## src/rtl/uart_tx_buffered_pkg.sv

```systemverilog
// uart_tx_buffered_pkg: shared state encoding and frame constants for the UART transmitter
package uart_tx_buffered_pkg;
  typedef enum logic [1:0] {IDLE, START, DATA, STOP} tx_state_t;
  localparam int UART_DATA_BITS = 8;
  localparam int DEFAULT_CLK = 16;
endpackage

```

## src/rtl/uart_tx_buffered_fifo.sv

```systemverilog
// uart_tx_buffered_fifo: synchronous FIFO with combinational head and occupancy count
module uart_tx_buffered_fifo #(
  parameter int DEPTH = 4,
  parameter int ADDR_W = 2,
  parameter int W = 8
) (
  input  logic              clk,
  input  logic              rst,
  input  logic              push,
  input  logic              pop,
  input  logic [W-1:0]      din,
  output logic [W-1:0]      dout,
  output logic [ADDR_W:0]   count,
  output logic              full,
  output logic              empty
);
  localparam int CW = ADDR_W + 1;
  logic [W-1:0] mem [DEPTH];
  logic [ADDR_W-1:0] wr_ptr, rd_ptr;
  logic do_push, do_pop;
  assign full = count == CW'(DEPTH);
  assign empty = count == '0;
  assign do_push = push && !full;
  assign do_pop = pop && !empty;
  assign dout = mem[rd_ptr];
  // pointers wrap naturally at DEPTH; count tracks push minus pop
  always_ff @(posedge clk) begin
    if (rst) begin
      wr_ptr <= '0;
      rd_ptr <= '0;
      count <= '0;
    end else begin
      wr_ptr <= do_push ? wr_ptr + ADDR_W'(1) : wr_ptr;
      rd_ptr <= do_pop ? rd_ptr + ADDR_W'(1) : rd_ptr;
      count <= count + CW'(do_push) - CW'(do_pop);
    end
  end
  // storage needs no reset; only entries below count are ever read
  always_ff @(posedge clk) begin
    if (do_push) mem[wr_ptr] <= din;
  end
endmodule

```

## src/rtl/uart_tx_buffered.sv

```systemverilog
// uart_tx_buffered: FIFO-buffered 8N1 UART transmitter
module uart_tx_buffered
  import uart_tx_buffered_pkg::*;
#(
  parameter int CLK = DEFAULT_CLK,
  parameter int DEPTH = 4,
  parameter int ADDR_W = 2
) (
  input  logic              CLOCK,
  input  logic              RESET,
  input  logic              TX_VALID,
  input  logic [7:0]        TX_PARALLEL,
  output logic              TX_READY,
  output logic              TX_SERIAL,
  output logic              TX_ACTIVE,
  output logic              DONE,
  output logic [ADDR_W:0]   FIFO_COUNT
);
  localparam int CNT_W = $clog2(CLK);
  tx_state_t state, state_n;
  logic [CNT_W-1:0] cnt, cnt_n;
  logic [2:0] bit_idx, bit_n;
  logic [7:0] shift, shift_n, head;
  logic serial_n, active_n, done_n, pop, push, full, empty, last, last_bit;
  assign TX_READY = !RESET && !full;
  assign push = TX_VALID && TX_READY;
  assign last = cnt == CNT_W'(CLK - 1);
  assign last_bit = bit_idx == 3'(UART_DATA_BITS - 1);
  uart_tx_buffered_fifo #(.DEPTH(DEPTH), .ADDR_W(ADDR_W), .W(8)) u_fifo (
    .clk(CLOCK),
    .rst(RESET),
    .push(push),
    .pop(pop),
    .din(TX_PARALLEL),
    .dout(head),
    .count(FIFO_COUNT),
    .full(full),
    .empty(empty)
  );
  // frame sequencing: each phase lasts CLK cycles, line value is registered on transition
  always_comb begin
    state_n = state;
    cnt_n = last ? '0 : cnt + CNT_W'(1);
    bit_n = bit_idx;
    shift_n = shift;
    serial_n = TX_SERIAL;
    active_n = TX_ACTIVE;
    done_n = 1'b0;
    pop = 1'b0;
    case (state)
      IDLE: begin
        cnt_n = '0;
        serial_n = empty;
        active_n = !empty;
        pop = !empty;
        shift_n = empty ? shift : head;
        state_n = empty ? IDLE : START;
      end
      START: if (last) begin
        state_n = DATA;
        serial_n = shift[0];
        bit_n = '0;
      end
      DATA: if (last) begin
        shift_n = shift >> 1;
        serial_n = last_bit ? 1'b1 : shift[1];
        bit_n = bit_idx + 3'd1;
        state_n = last_bit ? STOP : DATA;
      end
      STOP: if (last) begin
        state_n = IDLE;
        active_n = 1'b0;
        done_n = 1'b1;
      end
      default: state_n = IDLE;
    endcase
  end
  // state and datapath registers; reset abandons any frame and idles the line high
  always_ff @(posedge CLOCK) begin
    if (RESET) begin
      state <= IDLE;
      cnt <= '0;
      bit_idx <= '0;
      shift <= '0;
      TX_SERIAL <= 1'b1;
      TX_ACTIVE <= 1'b0;
      DONE <= 1'b0;
    end else begin
      state <= state_n;
      cnt <= cnt_n;
      bit_idx <= bit_n;
      shift <= shift_n;
      TX_SERIAL <= serial_n;
      TX_ACTIVE <= active_n;
      DONE <= done_n;
    end
  end
endmodule

```

## config.mk

```make
export PLATFORM = sky130hd
export DESIGN_NAME = uart_tx_buffered
export DESIGN_NICKNAME = d
export VERILOG_FILES = /design/src/rtl/uart_tx_buffered_pkg.sv /design/src/rtl/uart_tx_buffered_fifo.sv /design/src/rtl/uart_tx_buffered.sv
export SDC_FILE = /design/constraint.sdc
export NUM_CORES = 1
export LEC_CHECK = 0
export ABC_AREA = 1
export BUFFER_PORTS_ARGS = -buffer_cell sky130_fd_sc_hd__clkbuf_2
export CAP_MARGIN = 10
export CORE_MARGIN = 5
export CORE_UTILIZATION = 30
export CTS_CLUSTER_DIAMETER = 40
export CTS_CLUSTER_SIZE = 24
export DETAILED_ROUTE_END_ITERATION = 10
export PLACE_DENSITY = 0.47
export SLEW_MARGIN = 10
export SYNTH_ARGS = -nofsm -noshare
export SYNTH_HDL_FRONTEND = slang
export SYNTH_HIERARCHICAL = 1
export SYNTH_SLANG_ARGS = --single-unit
```

## constraint.sdc

```tcl
create_clock -name CLOCK -period 3.23 [get_ports CLOCK]
set_input_delay 0.1615 -clock CLOCK [delete_from_list [all_inputs] [get_ports CLOCK]]
set_output_delay 0.1615 -clock CLOCK [all_outputs]
set_load 0.005 [all_outputs]
```

# Yosys cells after proc, flatten, opt, wreduce, memory -nomap -nowiden

Memory sizes are Yosys's and may differ from the RTL's. A register that Yosys moved wholly into a read port is not among the register bits.
Cells that the tools add are included.
W data, S select, Z words.

$add $sub $neg: 6
Eq/ne operators: 10
Mux-type cells: 24
Bitwise operators: 1
Reductions and logical operators: 20

Operators with widths:

| cell                  | count |
|---|---|
| $mux W8               | 2 |
| $pmux W8 S2           | 1 |
| $reduce_and A3 Y1     | 4 |
| $mux W1               | 10 |
| $mux W2               | 5 |
| $ne A2 B2 Y1 const B  | 4 |
| $pmux W2 S4           | 1 |
| $eq A3 B3 Y1 const B  | 2 |
| $mux W3               | 2 |
| $pmux W3 S2           | 1 |
| $reduce_bool A2 Y1    | 3 |
| $add A2 B1 Y2 const B | 2 |
| $add A4 B1 Y4 const B | 1 |
| $eq A2 B2 Y1 const B  | 2 |
| $eq A4 B4 Y1 const B  | 1 |
| $logic_and A1 B1 Y1   | 4 |
| $add A3 B1 Y3         | 1 |
| $add A3 B1 Y3 const B | 1 |
| $logic_not A1 Y1      | 3 |
| $logic_not A3 Y1      | 1 |
| $pmux W1 S3           | 1 |
| $reduce_bool A3 Y1    | 1 |
| $reduce_or A3 Y1      | 1 |
| $sub A3 B1 Y3         | 1 |
| 6 further kinds       | 6 |

Register bits after elaboration: 27
Bits in writable memories: 32
Input port bits: 11
Output and inout port bits: 7
Logic and storage cells: 72
Memories: 1

Memories:

| name       | words | width | read ports | clocked after Yosys merged registers in | wr ports | RTL line                    | text |
|---|---|---|---|---|---|---|---|
| u_fifo.mem | 4     | 8     | 1          | 1                                       | 1        | uart_tx_buffered_fifo.sv:18 | `logic [W-1:0] mem [DEPTH];` |

# Longest topological paths before layout

Gate-level depths: netlist of the first run.

Depth after elaboration: 7
Gate-level depth with buffers: 15
Gate-level depth less buffers: 15

# Modules after synthesis

Netlist of the first run, hierarchy kept.

Modules (own cells, without submodules):

| module                | instances | cells an instance | area an instance (um2) | seq. area each (um2) |
|---|---|---|---|---|
| uart_tx_buffered_fifo | 1         | 145               | 1679.1                 | 1141.1 |
| uart_tx_buffered      | 1         | 153               | 1077.3                 | 400.4 |

# Worst setup path after synthesis of the first run

OpenSTA, ideal clock, no wires.

Path type: reg-to-reg
Start point: reg u_fifo.count[1]
End point: reg u_fifo.count[2]
Library setup time: 115 ps
Arrival time: 2215 ps
Required time: 3115 ps
Slack: 900 ps
Cell stages (with the launch flop): 12
Path buffers: 0
Period minus slack after synthesis: 2330 ps
Cell sequence: dfxtp_1 > nor2_1 > nand2_1 > inv_1 > nor3b_1 > nand2_1 > ha_1 > inv_1 > ha_1 > fa_1 > a21oi_1 > nor2_1

Longest elaborated chain between the ends: 7
Elaborated cells between the ends (all ways): 11
Those cells by class: 2 x add/sub; 1 x eq/ne; 1 x mux; 7 x reduce/logical

RTL lines:

| what                     | RTL line                    | text |
|---|---|---|
| start: declaration       | uart_tx_buffered_fifo.sv:13 | `output logic [ADDR_W:0] count,` |
| start signal: assignment | uart_tx_buffered_fifo.sv:35 | `count <= count + CW'(do_push) - CW'(do_pop);` |
| $eq A3 B3 Y1             | uart_tx_buffered_fifo.sv:21 | `assign full = count == CW'(DEPTH);` |
| net full                 | uart_tx_buffered.sv:24      | `logic serial_n, active_n, done_n, pop, push, full, empty, last, last_bit;` |
| $logic_not A1 Y1         | uart_tx_buffered.sv:25      | `assign TX_READY = !RESET && !full;` |
| $logic_and A1 B1 Y1      | uart_tx_buffered.sv:25      |  |
| $logic_and A1 B1 Y1      | uart_tx_buffered.sv:26      | `assign push = TX_VALID && TX_READY;` |
| net push                 | uart_tx_buffered.sv:24      |  |
| $logic_and A1 B1 Y1      | uart_tx_buffered_fifo.sv:23 | `assign do_push = push && !full;` |
| $add A3 B1 Y3            | uart_tx_buffered_fifo.sv:35 |  |
| $sub A3 B1 Y3            | uart_tx_buffered_fifo.sv:35 |  |

The timed path passes the listed nets, and every way through them passes these cells.
A chain may end at the register's enable or synchronous reset.

# Worst setup path after layout of the first run

Ends and elaborated chain as after synthesis.

==> results of run 1 <==
stage by stage:
step	power (µW)	hold WS (ns)	worst slack, ns
2_1_floorplan	1740	0.233	0.900
3_3_place_gp	1940	0.382	0.781
5_1_grt	2880	0.0374	0.423
4_1_cts	2690	0.0340	0.638
6_report	2650	0.0503	0.660
3_5_place_dp	1940	0.388	0.661
sequential cells by signal, indices dropped and copies added (netlist names), named ones only:
name / flops
u_fifo/rd_ptr: 2
TX_SERIAL: 1
shift: 8
DONE: 1
bit_idx: 3
u_fifo/wr_ptr: 2
u_fifo/count: 3
TX_ACTIVE: 1
state: 2
u_fifo/mem: 32
cnt: 4
worst paths after layout:
path         depth (start not counted)            start  slack, ns               end
max                                 11  u_fifo/count[1]       0.66   u_fifo/count[2]
min                                  1   TX_PARALLEL[2]       0.05  u_fifo/mem[3][2]
max reg2reg                         11  u_fifo/count[1]       0.66   u_fifo/count[2]
min reg2reg                          1           cnt[0]       0.45            cnt[0]
cell families (layout without fill, tap and decap cells):
| logic type | count (synthesis) | in the layout | synth area share [%] |
|---|---|---|---|
| buffers and inverters | 38 | 69 | 6.17 |
| and+or+nand+nor | 147 | 147 | 23.6 |
| xor gates and xnor gates | 1 | 1 | 0.318 |
| DFF | 61 | 61 | 55.9 |
| AOI/OAI and AO/OA | 37 | 37 | 7.35 |
| adders and majority gates | 14 | 14 | 6.63 |
cell usage in the layout (no fill, tap or decap), types with 2 or more instances in the layout:
cell	n
nand3_1	18
clkbuf_2	17
bufinv_16	2
nor3_1	3
nand2_4	3
clkbuf_8	9
buf_4	4
o21ai_1	2
inv_1	30
nor2_2	2
o21ai_0	14
o21ai_2	2
edfxtp_1	32
o22ai_1	8
clkinvlp_4	2
nor2_1	55
nand2_1	55
inv_2	2
ha_1	13
a21oi_1	11
dfxtp_1	29
and2_0	6
metal layers:
layer | up-vias | part of all wire (%) | track usage, %
li1 | 1027 | - | -
met1 | 889 | 51 | 12.9
met2 | 15 | 46 | 16.4
met3 | 6 | 2.2 | 3.00
met4 | 0 | 1.7 | 5.00
met5 | - | 0 | 0
layout make-up:
type                    instances  area share, %
flip-flops and latches         61           48.5
clock inverters                 6           2.79
clock buffers                   9           3.90
repair buffers                 21           3.62
well taps                     111           4.37
multi-input cells             199           32.9
inverters                      33           3.97
critical path, stage by stage (launching register included):
cell	delay (ns)
dfxtp_1	0.37
nor2_1	0.08
nand2_1	0.15
inv_1	0.08
nor3b_1	0.45
nand2_1	0.23
ha_1	0.33
inv_1	0.04
ha_1	0.18
fa_1	0.38
a21oi_1	0.13
nor2_1	0.05
report_power, final:
group	switching, µW	internal, µW
Sequential	90.0	933
Clock	308	430
Combinational	562	329
Total	960	1690
==> out/results.ini, run 1 <==
[status]
outcome = finished, final reports clean

[critical_path]
crit_arrival_ns = 2.80
cp-end-kind = flip-flop
cp_max_fo = 6
critPathKind = flip-flop to flip-flop
required_ns = 3.46
cp-start-kind = flip-flop

[final_layout]
final_cells = 440
register_area_um2 = 1540
final_cell_area_um2 = 3180
nFillCells = 946
fin_util_pct = 34.9
multi_input_area_um2 = 1040
drive_above_1_share_pct = 14.9
fin_nets = 350
antenna_cells = 0
syn2layout_area_growth_pct = 15.3

[cts]
path_clk_slew_ns = 0.07
cts_tree = done
ctsHoldBuffers = 0
clk_latency_ns = 0.33
clk_path_buf_depth = 2
cts.sinks = 61
cts-root-buf = clkbuf_8
cts_setup_buffers = 0
cts_max_level = 3
cts_buffers = 9
cts_resized = 0

[synth]
synthTopCellsByCount = nand2_1, nor2_1, edfxtp_1
ys_seq_area_share_pct = 55.9
syn_nets = 323
yosys_warnings = 6
ys.flop_type = edfxtp_1
async_flop_share_pct = 0
yosysTopAreaCellShare_pct = 34.9
synth.avg_cell_area_um2 = 9.25
syn_inst = 298
ys_types = 27
synth_edf_count = 32
netlist_area_um2 = 2760
ys_ff_latch = 61
synthTopCellsByArea = edfxtp_1, dfxtp_1, nand2_1, nor2_1, ha_1
yosys.area.top_type = edfxtp_1

[place]
post-place-cells = 425
port-buffer-count = 17
gp_congestion = 0.746
hpwl_um = 3690
dpl_cell_area_um2 = 2970

[timing]
rsz0062_at_grt = false
fin_crit_ns = 2.57
min_period_over_period_pct = 79.6
setup-tns-final_ns = 0
tightestPinTransition_ns = 0.620
setup-violations-final = 0
slew_headroom_pct = 58.6
finalHoldViolations = 0
skew_ns = 0.0107
slew_viol_final = 0
fmax_mhz = 389

[floorplanning]
die_h_um = 106
initial_core_util_pct = 30.3
die_w_um = 106
std_cell_rows = 35
die_area_um2 = 11200
io_pins = 18
coreArea_um2 = 9110

[flow_run]
drv_cap = 0

[power_and_ir_drop]
p_per_area_nw_per_um2 = 834
ir_worst_vdd_mv = 0.219
p_leak_uw = 0.00131

[route]
drt-initial-drc-count = 70
ant_nets = 0
viasPerCell = 4.40
totalWireLength_um = 5320
wl_per_cell_um = 12.1
drtPass1Iterations = 4
drcViolationCount = 0
vias = 1937

[global_route]
grt.overflow.total = 0
grt_max_degree = 18
grt_pass1_vias = 1856
grt_use_total_pct = 10.3
grt_pass1_wl_um = 8970
antenna_found_initial = 0

[worst_hold_path]
hp-class = input pin to flip-flop

Note: power is estimated with default switching activity, not from simulation.
==> run 2: changes to the inputs <==
- ABC_AREA: 1 -> 0
- PLACE_DENSITY: 0.47 -> 0.49
- clock period: 3.23 -> 2.2 ns (I/O delays scaled with it)
==> run 2 against run 1 <==
  * Final cell count fell by 18%
  * Clock skew shrank 0.0039 ns
  * Clock-buffer cell count did not move
  * Hold slack gained 0.26 ns
  * Critical path depth up 2
  * Highest routed layer unchanged
  * The run now ends with setup timing left
  * Power grew 41%
  * Non-clock buffer count rose by 24
  * Sequential share of layout area decreased by 2.9 points
  * First-iteration DRC count decreased by 37%
  * Via count shrank 15%
  * Global-route usage shrank 0.73 points
  * Critical endpoint unchanged
  * Sequential power is 41% higher
==> out/results.ini, run 2 <==
[power_and_ir_drop]
ir_worst_vdd_mv = 0.381  ; +74%
p_per_area_nw_per_um2 = 1100  ; +32%
p_leak_uw = 0.00128  ; -2.1%
total_power_uw = 3730  ; +41%

[timing]
finalHoldViolations = 0  ; unchanged
slew_viol_final = 0  ; unchanged
whs_ns = 0.312  ; +0.261 ns
tightestPinTransition_ns = 0.466  ; -0.155 ns
fin_crit_ns = 2.22  ; -0.352 ns
slew_headroom_pct = 69.0  ; +10 points
skew_ns = 0.00686  ; -0.00388 ns
fmax_mhz = 451  ; +16%
rsz0062_at_grt = true
setup-tns-final_ns = -0.0177  ; -0.0177 ns
min_period_over_period_pct = 101  ; +21 points
setup_slack_ns = -0.0177  ; -0.678 ns
setup-violations-final = 1  ; +1

[synth]
syn_inst = 204  ; -32%
ys_seq_area_share_pct = 56.5  ; +0.56 points
yosys.area.top_type = edfxtp_1
yosysTopAreaCellShare_pct = 35.2  ; +0.35 points
ys_types = 42  ; +56%
yosysMostFrequentCell = edfxtp_1
synthTopCellsByCount = edfxtp_1, dfxtp_1, nor2_1
ys.flop_type = edfxtp_1
syn_nets = 229  ; -29%
synthTopCellsByArea = edfxtp_1, dfxtp_1, mux4_2, ha_1, mux2_4
ys_ff_latch = 61  ; unchanged
yosys_warnings = 6  ; unchanged
async_flop_share_pct = 0  ; unchanged
netlist_area_um2 = 2730  ; -1.0%
synth.avg_cell_area_um2 = 13.4  ; +45%
synth_edf_count = 32  ; unchanged

[final_layout]
final_cell_area_um2 = 3400  ; +6.8%
fin_util_pct = 38.6  ; +3.7 points
reg.largest.list = u_fifo/mem x32, shift x8, cnt x4
antenna_cells = 0  ; unchanged
final_cell_mix = edfxtp_1, dfxtp_1, buf_4
final_common_cell = edfxtp_1
syn2layout_area_growth_pct = 24.5
nFillCells = 846  ; -11%
regMostFlops = u_fifo/mem
fin_nets = 275  ; -21%
largest_reg_flops = 32  ; unchanged
drive_above_1_share_pct = 36.1  ; +21 points

[cts]
cts.sinks = 61  ; unchanged
cts-root-buf = clkbuf_8
clk_latency_ns = 0.33  ; about the same
cts_tree = done
cts_max_level = 3  ; unchanged
cts_buffers = 9  ; unchanged
path_clk_slew_ns = 0.08  ; about the same
clk_path_buf_depth = 2  ; unchanged
cts_setup_buffers = 0  ; unchanged

[status]
failed_checks = setup timing
outcome = finished with violations

[place]
dpl_cell_area_um2 = 3060  ; +3.3%
port-buffer-count = 17  ; unchanged
hpwl_um = 3230  ; -12%
gp_congestion = 0.713  ; -4.4%

[global_route]
grt_use_total_pct = 9.62  ; -0.73 points
grt_pass1_wl_um = 8300  ; -7.5%
grt_max_degree = 36  ; +18
antenna_found_initial = 0  ; unchanged
grt_pass1_vias = 1696  ; -8.6%
grt.overflow.total = 0  ; unchanged

[critical_path]
critPathKind = flip-flop to flip-flop
required_ns = 2.41  ; -1.05 ns
cp_max_fo = 4  ; -2
crit_arrival_ns = 2.43  ; -0.37 ns
cp-end-kind = flip-flop
cp-start-kind = flip-flop

[route]
viasPerCell = 4.54  ; +3.1%
totalWireLength_um = 4950  ; -7.0%
wl_per_cell_um = 13.6  ; +13%
ant_nets = 0  ; unchanged
drt-initial-drc-count = 44  ; -37%
vias = 1648  ; -15%
drcViolationCount = 0  ; unchanged
drtPass1Iterations = 3  ; -1

[worst_hold_path]
hp-class = input pin to flip-flop

[floorplanning]
initial_core_util_pct = 31.0  ; +0.73 points
coreArea_um2 = 8810  ; -3.3%
die_area_um2 = 11100  ; -0.90%
die_h_um = 105  ; -0.45%
die_w_um = 105  ; -0.45%
std_cell_rows = 34  ; -2.9%
io_pins = 18  ; unchanged

[flow_run]
drv_cap = 0  ; unchanged

run 2: power by group:
group | switching, µW | total [µW] | internal (µW)
Clock | 490 | 913 | 424
Sequential | 87.5 | 1440 | 1350
Combinational | 618 | 1380 | 764
run 2: through the flow:
stage          std cells  setup slack, ns
3_5_place_dp         339          -0.0577
2_1_floorplan        204          -0.0919
6_report             363          -0.0177
3_3_place_gp         339          -0.0286
5_1_grt              363           -0.121
4_1_cts              363          -0.0218
run 2: metal layers:
metal  track usage (%)  share of wire (%)  vias up
met5                 0                  0        -
met4              4.50                1.4        0
met3              2.87                3.0        5
met2              15.1                 48       18
met1              12.1                 48      795
li1                  -                  -      830
run 2: kinds of logic after synthesis:
group / synth area share [%]
xor gates and xnor gates: 1.61
adders and majority gates: 6.69
AOI/OAI and AO/OA: 5.87
buffers and inverters: 3.53
muxes: 13.8
and+or+nand+nor: 12.0
DFF: 56.5
run 2: repair_timing:
action                                 CTS  global route
pin swaps                                5             3
hold buffers                             8             0
setup endpoints to repair                1             2
endpoints found under the hold margin   31             0
resized for setup                        3            13
run 2: layout make-up:
type	instances	area [µm²]	share of cell area (%)
Clock buffer	9	124	3.65
Clock inverter	7	56.3	1.66
Inverter	11	43.8	1.29
Multi-Input combinational cell	122	1170	34.6
Sequential cell	61	1550	45.6
Tap cell	108	135	3.98
Timing Repair Buffer	45	315	9.28
run 2: final timing paths:
path              startpoint               to  slack [ns]  cells past startpoint
min reg2reg           cnt[0]           cnt[0]        0.45                      1
max reg2reg  u_fifo/count[2]  u_fifo/count[2]       -0.02                     13
min                    RESET       bit_idx[1]        0.31                      3
max          u_fifo/count[2]  u_fifo/count[2]       -0.02                     13
run 2: worst max-delay path, stage by stage (launching register included):
cell     delay [ns]
dfxtp_4        0.36
nor3b_4        0.15
nor2_2         0.15
and2_4         0.17
inv_4          0.04
nor2_4         0.08
inv_2          0.05
ha_4           0.25
inv_2          0.03
ha_4           0.14
fa_2           0.34
xnor2_2        0.14
xnor2_1        0.13
nor2_1         0.05
==> run 3: changes to the inputs <==
- PLACE_DENSITY: 0.49 -> not set
==> run 3 against run 2 <==
  * The flow still finishes with violations (setup timing)
  * Cell area increased by 1.5%
  * Largest power group unchanged
  * Largest cell class unchanged
  * Register-to-register slack lost 0.05 ns
  * Clock skew about the same
  * Die area is the same
  * Routed wire length is 1.9% lower
  * Utilization increased by 0.57 points
  * Clock power increased by 3.4%
  * Clock-buffer cell count did not move
==> out/results.ini, run 3 (synthesis results as in run 2) <==
[worst_hold_path]
holdPathStages = 1  ; -2
holdCritStartpoint = TX_PARALLEL[0]
whs_endpoint = u_fifo/mem[0][0]
hp-class = input pin to flip-flop

[final_layout]
final_cell_mix = edfxtp_1, buf_4, dfxtp_1
fin_nets = 282  ; +2.5%
final_common_cell = edfxtp_1
syn2layout_area_growth_pct = 26.3
antenna_cells = 0  ; unchanged
drive_above_1_share_pct = 37.8  ; +1.7 points
reg.largest.list = u_fifo/mem x32, shift x8, cnt x4
regMostFlops = u_fifo/mem
largest_reg_flops = 32  ; unchanged
fin_util_pct = 39.1  ; +0.57 points
final_cells = 370  ; +1.9%

[timing]
setup_slack_ns = -0.0693  ; -0.0516 ns
skew_ns = 0.00686  ; +0.00000605 ns
whs_ns = 0.0297  ; -0.282 ns
setup-violations-final = 1  ; unchanged
rsz0062_at_grt = true
fin_crit_ns = 2.27  ; +0.0516 ns
setup-tns-final_ns = -0.0693  ; -0.0516 ns
fmax_mhz = 441  ; -2.3%
slew_viol_final = 0  ; unchanged
finalHoldViolations = 0  ; unchanged
slew_headroom_pct = 69.4  ; +0.40 points
tightestPinTransition_ns = 0.460  ; -0.00596 ns
min_period_over_period_pct = 103  ; +2.3 points

[cts]
clk_path_buf_depth = 2  ; unchanged
cts_tree = done
cts-root-buf = clkbuf_8
clk_latency_ns = 0.32  ; about the same
cts_max_level = 3  ; unchanged
path_clk_slew_ns = 0.06  ; -0.02 ns
cts_buffers = 9  ; unchanged
cts.sinks = 61  ; unchanged

[global_route]
grt_pass1_vias = 1682  ; -0.83%
antenna_found_initial = 0  ; unchanged
grt.overflow.total = 0  ; unchanged
grt_use_total_pct = 9.18  ; -0.44 points
grt_pass1_wl_um = 8080  ; -2.7%
grt_max_degree = 36  ; unchanged

[floorplanning]
initial_core_util_pct = 31.0  ; unchanged
die_area_um2 = 11100  ; unchanged
coreArea_um2 = 8810  ; unchanged
std_cell_rows = 34  ; unchanged
die_h_um = 105  ; unchanged
die_w_um = 105  ; unchanged
io_pins = 18  ; unchanged

[route]
wl_per_cell_um = 13.1  ; -3.7%
totalWireLength_um = 4860  ; -1.9%
ant_nets = 0  ; unchanged
drcViolationCount = 0  ; unchanged
drt-initial-drc-count = 56  ; +27%
viasPerCell = 4.59  ; +1.2%
drtPass1Iterations = 4  ; +1
vias = 1700  ; +3.2%

[place]
port-buffer-count = 17  ; unchanged
post-place-cells = 338  ; -0.29%
dp_slack_ns = -0.0761  ; -0.0183 ns
hpwl_um = 3190  ; -1.3%
gp_congestion = 0.740  ; +3.7%

[critical_path]
cp-end-kind = flip-flop
cp_max_fo = 4  ; unchanged
cp-start-kind = flip-flop
required_ns = 2.40  ; about the same
r2r-end = u_fifo/count[2]
crit_arrival_ns = 2.47  ; +0.04 ns
r2r_slack_ns = -0.07  ; -0.05 ns
r2r_cells = 13  ; unchanged
rr_startpoint = u_fifo/count[2]
critPathKind = flip-flop to flip-flop

[power_and_ir_drop]
p_leak_uw = 0.00132  ; +2.4%
p_per_area_nw_per_um2 = 1100  ; +0.45%
ir_worst_vdd_mv = 0.433  ; +14%

[flow_run]
drv_cap = 0  ; unchanged

[status]
failed_checks = setup timing
outcome = finished with violations

run 3: cell count changes in the layout (fill, tap and decap cells not counted), sizes merged:
cell	previous run	this run
buf	20	30
bufinv	0	1
clkbuf	26	25
clkinv	2	3
clkinvlp	1	3
dlygate4sd3	8	6
inv	15	11
run 3: timing repair:
item                                    CTS  global route
endpoints found under the setup margin    1             3
buffers inserted                          8             5
hold buffers                              6             0
gates cloned                              0             0
pin swaps                                 4             9
gates resized for setup                   3            12
hold endpoints to repair                 24             0
run 3: worst max-delay path, cell delays in order, from the launching register on:
cell,delay [ns]
dfxtp_4,0.36
nor3b_4,0.16
nor2_2,0.14
and2_4,0.17
inv_4,0.03
nor2_4,0.10
inv_2,0.05
ha_4,0.25
inv_2,0.03
ha_4,0.14
fa_2,0.34
xnor2_2,0.15
xnor2_1,0.16
nor2_1,0.05
run 3: worst max-delay path by stage:
stage	start	cells after the start	endpoint
after floorplan	u_fifo/count[2]	13	u_fifo/count[2]
after global placement	u_fifo/count[2]	13	u_fifo/count[2]
after detailed placement	u_fifo/count[2]	13	u_fifo/count[2]
after CTS	u_fifo/count[2]	13	u_fifo/count[2]
after global routing	u_fifo/count[2]	13	u_fifo/count[2]
final	u_fifo/count[2]	13	u_fifo/count[2]
run 3: area by class of cell:
class | count | area, µm²
flip-flops and latches | 61 | 1550
inverters | 11 | 43.8
repair buffers | 52 | 369
fillers | 811 | 5360
well taps | 108 | 135
multi-input cells | 122 | 1160
clock inverters | 7 | 66.3
clock buffers | 9 | 124
run 3: routing by layer:
layer | global-route usage (%) | vias up | routed length (µm)
li1 | - | 838 | -
met1 | 11.5 | 836 | 2280
met2 | 14.3 | 21 | 2340
met3 | 2.93 | 5 | 175
met4 | 4.50 | 0 | 61
met5 | 0 | - | 0
run 3: power breakdown:
part | leakage, µW | internal (µW) | switching, µW
combinational | 0.000698 | 802 | 617
sequential | 0.000528 | 1350 | 88.5
clock | 0.0000887 | 514 | 430
total | 0.00132 | 2670 | 1140
run 3: per-stage QoR:
step,instance area (µm²),total power [µW]
6_report,3450,3800
5_1_grt,3450,4070
4_1_cts,3370,3760
3_5_place_dp,3060,2740
3_3_place_gp,3060,2720
2_1_floorplan,2750,2380
